<file path="src/rtl/exception_commit_pkg.sv">
// ============================================================================
//  Module      : exception_commit_pkg
//  Description : Shared exception types, ExcCodes and commit FSM states.
//  Revision    : 1.0 - initial release
// ============================================================================
`default_nettype none

package exception_commit_pkg;

    // Trap-type tags shared with the rest of the pipeline.
    localparam logic [1:0] TT_NONE = 2'd0;
    localparam logic [1:0] TT_EXC  = 2'd1;
    localparam logic [1:0] TT_INT  = 2'd2;
    localparam logic [1:0] TT_ERET = 2'd3;

    typedef struct packed {
        logic adel_if;
        logic ri;
        logic ov;
        logic trap;
        logic sys;
        logic bp;
        logic adel;
        logic ades;
        logic eret;
    } exc_vec_t;

    localparam logic [4:0] EXC_INT  = 5'd0;
    localparam logic [4:0] EXC_ADEL = 5'd4;
    localparam logic [4:0] EXC_ADES = 5'd5;
    localparam logic [4:0] EXC_SYS  = 5'd8;
    localparam logic [4:0] EXC_BP   = 5'd9;
    localparam logic [4:0] EXC_RI   = 5'd10;
    localparam logic [4:0] EXC_OV   = 5'd12;
    localparam logic [4:0] EXC_TR   = 5'd13;

    typedef enum logic [0:0] {
        ST_IDLE     = 1'b0,
        ST_REDIRECT = 1'b1
    } state_e;

endpackage

`default_nettype wire

</file>
<file path="src/rtl/exception_commit_prio.sv">
// ============================================================================
//  Module      : exc_prio
//  Description : Per-slot exception priority encoder (combinational).
//  Revision    : 1.0 - initial release
// ============================================================================
`default_nettype none

module exc_prio
    import exception_commit_pkg::*;
(
    input  exc_vec_t   exc_i,
    input  logic       int_i,
    output logic       hit_o,
    output logic [4:0] exccode_o,
    output logic       is_eret_o,
    output logic       is_fetch_fault_o
);

    always_comb begin
        hit_o            = 1'b1;
        exccode_o        = EXC_INT;
        is_eret_o        = 1'b0;
        is_fetch_fault_o = 1'b0;
        if (int_i) begin
            exccode_o = EXC_INT;
        end else if (exc_i.adel_if) begin
            exccode_o        = EXC_ADEL;
            is_fetch_fault_o = 1'b1;
        end else if (exc_i.ri) begin
            exccode_o = EXC_RI;
        end else if (exc_i.ov) begin
            exccode_o = EXC_OV;
        end else if (exc_i.trap) begin
            exccode_o = EXC_TR;
        end else if (exc_i.sys) begin
            exccode_o = EXC_SYS;
        end else if (exc_i.bp) begin
            exccode_o = EXC_BP;
        end else if (exc_i.adel) begin
            exccode_o = EXC_ADEL;
        end else if (exc_i.ades) begin
            exccode_o = EXC_ADES;
        end else if (exc_i.eret) begin
            is_eret_o = 1'b1;
        end else begin
            hit_o = 1'b0;
        end
    end

endmodule

`default_nettype wire

</file>
<file path="src/rtl/exception_commit.sv">
// ============================================================================
//  Module      : exception_commit
//  Description : Two-slot precise exception/ERET commit with fetch redirect.
//  Revision    : 1.0 - initial release
// ============================================================================
`default_nettype none

module exception_commit
    import exception_commit_pkg::*;
#(
    parameter logic [31:0] EXC_VECTOR = 32'hBFC0_0380
) (
    input  logic        clk,
    input  logic        rst,
    input  logic        commit_en,
    input  logic        s0_valid,
    input  logic [31:0] s0_pc,
    input  logic        s0_bd,
    input  exc_vec_t    s0_exc,
    input  logic [31:0] s0_badvaddr,
    input  logic        s1_valid,
    input  logic [31:0] s1_pc,
    input  logic        s1_bd,
    input  exc_vec_t    s1_exc,
    input  logic [31:0] s1_badvaddr,
    input  logic        int_pending,
    input  logic        epc_we,
    input  logic [31:0] epc_wdata,
    output logic        flush,
    output logic        redirect_valid,
    output logic [31:0] redirect_pc,
    input  logic        redirect_ack,
    output logic [31:0] epc_o,
    output logic [4:0]  exccode_o,
    output logic        bd_o,
    output logic [31:0] badvaddr_o,
    output logic        exl_o
);

    state_e      state_q, state_d;
    logic        flush_q, flush_d;
    logic        rvalid_q, rvalid_d;
    logic [31:0] rpc_q, rpc_d;
    logic [31:0] epc_q, epc_d;
    logic [4:0]  exccode_q, exccode_d;
    logic        bd_q, bd_d;
    logic [31:0] bva_q, bva_d;
    logic        exl_q, exl_d;

    exc_vec_t    w_exc   [2];
    logic        w_int   [2];
    logic        w_hit   [2];
    logic [4:0]  w_code  [2];
    logic        w_eret  [2];
    logic        w_fetch [2];
    logic [31:0] w_pc    [2];
    logic        w_bd    [2];
    logic [31:0] w_bva   [2];

    // Only slot 0 (the older instruction) can take the interrupt.
    assign w_exc[0] = s0_valid ? s0_exc : '0;
    assign w_exc[1] = s1_valid ? s1_exc : '0;
    assign w_int[0] = int_pending & ~exl_q;
    assign w_int[1] = 1'b0;
    assign w_pc[0]  = s0_pc;
    assign w_pc[1]  = s1_pc;
    assign w_bd[0]  = s0_bd;
    assign w_bd[1]  = s1_bd;
    assign w_bva[0] = s0_badvaddr;
    assign w_bva[1] = s1_badvaddr;

    generate
        for (genvar gi = 0; gi < 2; gi++) begin : g_slot
            exc_prio u_prio (
                .exc_i            (w_exc[gi]),
                .int_i            (w_int[gi]),
                .hit_o            (w_hit[gi]),
                .exccode_o        (w_code[gi]),
                .is_eret_o        (w_eret[gi]),
                .is_fetch_fault_o (w_fetch[gi])
            );
        end
    endgenerate

    logic        w_sel;
    logic        w_data_fault;

    assign w_sel        = ~w_hit[0];
    assign w_data_fault = ~w_eret[w_sel] & ~w_fetch[w_sel] & ~w_int[w_sel]
                        & ((w_code[w_sel] == EXC_ADEL) | (w_code[w_sel] == EXC_ADES));

    always_comb begin
        state_d   = state_q;
        flush_d   = 1'b0;
        rvalid_d  = rvalid_q;
        rpc_d     = rpc_q;
        epc_d     = epc_we ? epc_wdata : epc_q;
        exccode_d = exccode_q;
        bd_d      = bd_q;
        bva_d     = bva_q;
        exl_d     = exl_q;
        unique case (state_q)
            ST_IDLE: begin
                if (commit_en && (w_hit[0] || w_hit[1])) begin
                    state_d  = ST_REDIRECT;
                    flush_d  = 1'b1;
                    rvalid_d = 1'b1;
                    if (w_eret[w_sel]) begin
                        exl_d = 1'b0;
                        rpc_d = epc_q;
                    end else begin
                        rpc_d     = EXC_VECTOR;
                        exccode_d = w_code[w_sel];
                        exl_d     = 1'b1;
                        // A nested exception keeps the original return point.
                        if (!exl_q) begin
                            epc_d = w_bd[w_sel] ? (w_pc[w_sel] - 32'd4) : w_pc[w_sel];
                            bd_d  = w_bd[w_sel];
                        end
                        if (w_fetch[w_sel]) begin
                            bva_d = w_pc[w_sel];
                        end else if (w_data_fault) begin
                            bva_d = w_bva[w_sel];
                        end
                    end
                end
            end
            ST_REDIRECT: begin
                if (redirect_ack) begin
                    rvalid_d = 1'b0;
                    state_d  = ST_IDLE;
                end
            end
            default: state_d = ST_IDLE;
        endcase
    end

    always_ff @(posedge clk) begin
        if (rst) begin
            state_q   <= ST_IDLE;
            flush_q   <= 1'b0;
            rvalid_q  <= 1'b0;
            rpc_q     <= 32'd0;
            epc_q     <= 32'd0;
            exccode_q <= 5'd0;
            bd_q      <= 1'b0;
            bva_q     <= 32'd0;
            exl_q     <= 1'b1;
        end else begin
            state_q   <= state_d;
            flush_q   <= flush_d;
            rvalid_q  <= rvalid_d;
            rpc_q     <= rpc_d;
            epc_q     <= epc_d;
            exccode_q <= exccode_d;
            bd_q      <= bd_d;
            bva_q     <= bva_d;
            exl_q     <= exl_d;
        end
    end

    assign flush          = flush_q;
    assign redirect_valid = rvalid_q;
    assign redirect_pc    = rpc_q;
    assign epc_o          = epc_q;
    assign exccode_o      = exccode_q;
    assign bd_o           = bd_q;
    assign badvaddr_o     = bva_q;
    assign exl_o          = exl_q;

endmodule

`default_nettype wire

</file>
<file path="config.mk">
export PLATFORM = sky130hd
export DESIGN_NAME = exception_commit
export DESIGN_NICKNAME = d
export VERILOG_FILES = /design/src/rtl/exception_commit_pkg.sv /design/src/rtl/exception_commit_prio.sv /design/src/rtl/exception_commit.sv
export SDC_FILE = /design/constraint.sdc
export NUM_CORES = 1
export LEC_CHECK = 0
export BUFFER_PORTS_ARGS = -buffer_cell sky130_fd_sc_hd__buf_2
export CORE_MARGIN = 2
export CORE_UTILIZATION = 43
export DETAILED_ROUTE_END_ITERATION = 16
export GPL_TIMING_DRIVEN = 0
export PLACE_DENSITY = 0.71
export SLEW_MARGIN = 25
export SYNTH_ARGS = -nofsm -noshare
export SYNTH_HDL_FRONTEND = slang
export SYNTH_SLANG_ARGS = --single-unit
</file>
<file path="constraint.sdc">
create_clock -name clk -period 8.7 [get_ports clk]
set_input_delay 0 -clock clk [delete_from_list [all_inputs] [get_ports clk]]
set_output_delay 0 -clock clk [all_outputs]
set_load 0.01 [all_outputs]
</file>
==> results.cfg <==
[sta]
finalHoldViolCount = 0
maxSlewHeadroom = 0.4512
fin_crit_sh = 0.4271
finalMaxSlewViolations = 0
min_period_ns = 3.716
clock-skew-final_ns = 0.01006
timing.fmax_mhz = 269.1
rsz0062_at_grt = false
setup_viol = 0
worst_pin_slew_ns = 0.8215
final.setup.worst_slack_ns = 4.984
fin_hold_ws_ns = 0.009425
setup_tns_ns = 0

[synthesis]
ys_seq_area_frac = 0.2957
async_flop_share = 0
yosys.area.top_type_share = 0.2957
synth_edf_count = 0
yosys_warnings = 0
synthDistinctLibCells = 67
synth_area_um2 = 7109
yosys-top-cells-count = dfxtp_1 (105), a211oi_1 (72), a21oi_1 (72)
synth-main-ff-cell = dfxtp_1
yosysTopAreaCell = dfxtp_1
yosysMostFrequentCell = dfxtp_1
synth_seq_cells = 105
synthCells = 869
synth_nets = 1058
synthTopCellsByArea = dfxtp_1 (30%), a211oi_1 (7.6%), o2111ai_1 (7.4%)
avgSynthCellArea_um2 = 8.181

[drt]
ant_nets = 0
routedWlPerCell_um = 21.64
wl_um = 30390
vias = 8567
drcViolationCount = 0
vias_per_cell = 6.102
drtIter0Drc = 711
drtPass1Iterations = 5

[global_routing]
grt_usage = 0.3337
grt_pass1_vias = 7853
grt_pass1_wl_um = 45690
overflow = 0
grt_max_degree = 20
grt_antenna_before_repair = 3

[cts]
cts_tree = built
postCtsHoldBufs = 4
h-tree-depth = 3
cts-root-buf = clkbuf_16
post_cts_buffers = 0
cts.sinks = 105
clk_pin_slew_ns = 0.07
cts_max_path_buffers = 2
cts_resized = 0
clock_latency_ns = 0.36
numCtsBuffers = 9

[die]
die_h_um = 132.6
ios = 293
die_w_um = 132.6
core_um2 = 16350
start_util = 0.4349
dieArea_um2 = 17580
placementRows = 47

[critical_path]
worstSetupPathType = input pin to flip-flop
arrival_ns = 3.98
reg2regPathDepth = 12
required_ns = 8.96
startpoint_type = input pin
worstPathMaxFanout = 10
critPathCaptureType = flip-flop

[run_status]
status = complete, no violations

[cells_and_area]
multiInputGateArea_um2 = 4463
fillers = 1649
fin_cells = 1404
area_growth_pct = 29.81
drive_gt1_frac = 0.2873
register_area_um2 = 2102
layout.nets = 1364

[placement]
pre_cts_slack_ns = 4.688
routabilityCongestion = 0.9742
portBuffers = 291
dp_hpwl_um = 24460
dpl.cell_count = 1380

[power]
power_density_nw_per_um2 = 145.9
ir_drop_uv = 103.6
power_uw = 1347
total_leakage_power_uw = 0.003865

[worst_hold_path]
hold_depth = 3
hold_class = input pin to flip-flop

[run]
cap_violations = 0
==> report_power, final <==
part	switching, uW	internal (uW)	total, uW
registers	19.3	508	527
logic	215	135	351
clock network	210	259	469
total	445	902	1350
==> kinds of logic after synthesis <==
logic type,Yosys count,share of synthesized area
other,1,0.0005275
flip-flops,105,0.2957
buffers and inverters,127,0.07656
AO/OA/AOI/OAI,340,0.3386
XOR/XNOR,37,0.04558
multiplexers,53,0.08377
AND/OR/NAND/NOR,205,0.1575
adder cells (fa/ha/maj),1,0.001760
==> per-layer routing <==
metal	part of all wire	GRT usage	up-vias
li1	-	-	3989
met5	0	0	-
met2	0.46	0.5368	501
met1	0.43	0.4569	4017
met3	0.085	0.05287	60
met4	0.027	0.1105	0
==> layout make-up <==
cell class | instances | area share
Clock inverter | 7 | 0.01220
Inverter | 38 | 0.01546
Antenna cell | 4 | 0.001085
Multi-Input combinational cell | 637 | 0.4836
Sequential cell | 105 | 0.2278
Timing Repair Buffer | 295 | 0.1621
Buffer | 89 | 0.04352
Tap cell | 220 | 0.02983
Clock buffer | 9 | 0.02440
==> worst max-delay path: stages <==
cell,delay [ns]
buf_2,0.11
or4_1,0.61
o31a_1,0.29
buf_2,0.21
nor2_4,0.17
buf_4,0.22
buf_2,0.23
mux2i_1,0.21
ha_1,0.23
nand2_1,0.22
nor4_1,0.57
o211ai_1,0.27
o2bb2ai_1,0.19
xnor2_1,0.17
a211oi_1,0.26
==> final timing paths <==
path	from	endpoint	slack, ns
worst max-delay path	s0_exc[5]	epc_o[20]	4.98
worst min-delay path	epc_wdata[17]	epc_o[17]	0.009
worst max register to register	exl_o	epc_o[20]	5.13
worst min register to register	redirect_valid	redirect_valid	0.47
==> registers in the layout, summed over array words and instances (netlist names) <==
register / flops
badvaddr_o: 32
epc_o: 32
redirect_pc: 32
exccode_o: 4
bd_o: 1
exl_o: 1
flush: 1
redirect_valid: 1
state_q: 1
==> cells in the final DEF, fill, tap and decap left out, drive strengths merged, types with 7 or more instances in the layout <==
master and instances:
xor2 17, xnor2 20, nand3 16, mux2 32
or4 22, nor2b 19, nor3 17, a211oi 72
buf 312, o211ai 38, o21ai 43, mux2i 19
nand2 25, nor2 61, a22o 21, clkbuf 77
inv 40, o2111ai 61, nor4 15, or3 7
dfxtp 105, a21oi 72
==> per-stage QoR <==
stage                       util  instance area, um2
after floorplan                -                7109
after global placement    0.5408                8841
after detailed placement  0.5408                8841
after CTS                 0.5639                9219
after global routing      0.5642                9224
final                     0.5645                9229
(Power assumes the default switching activity.)
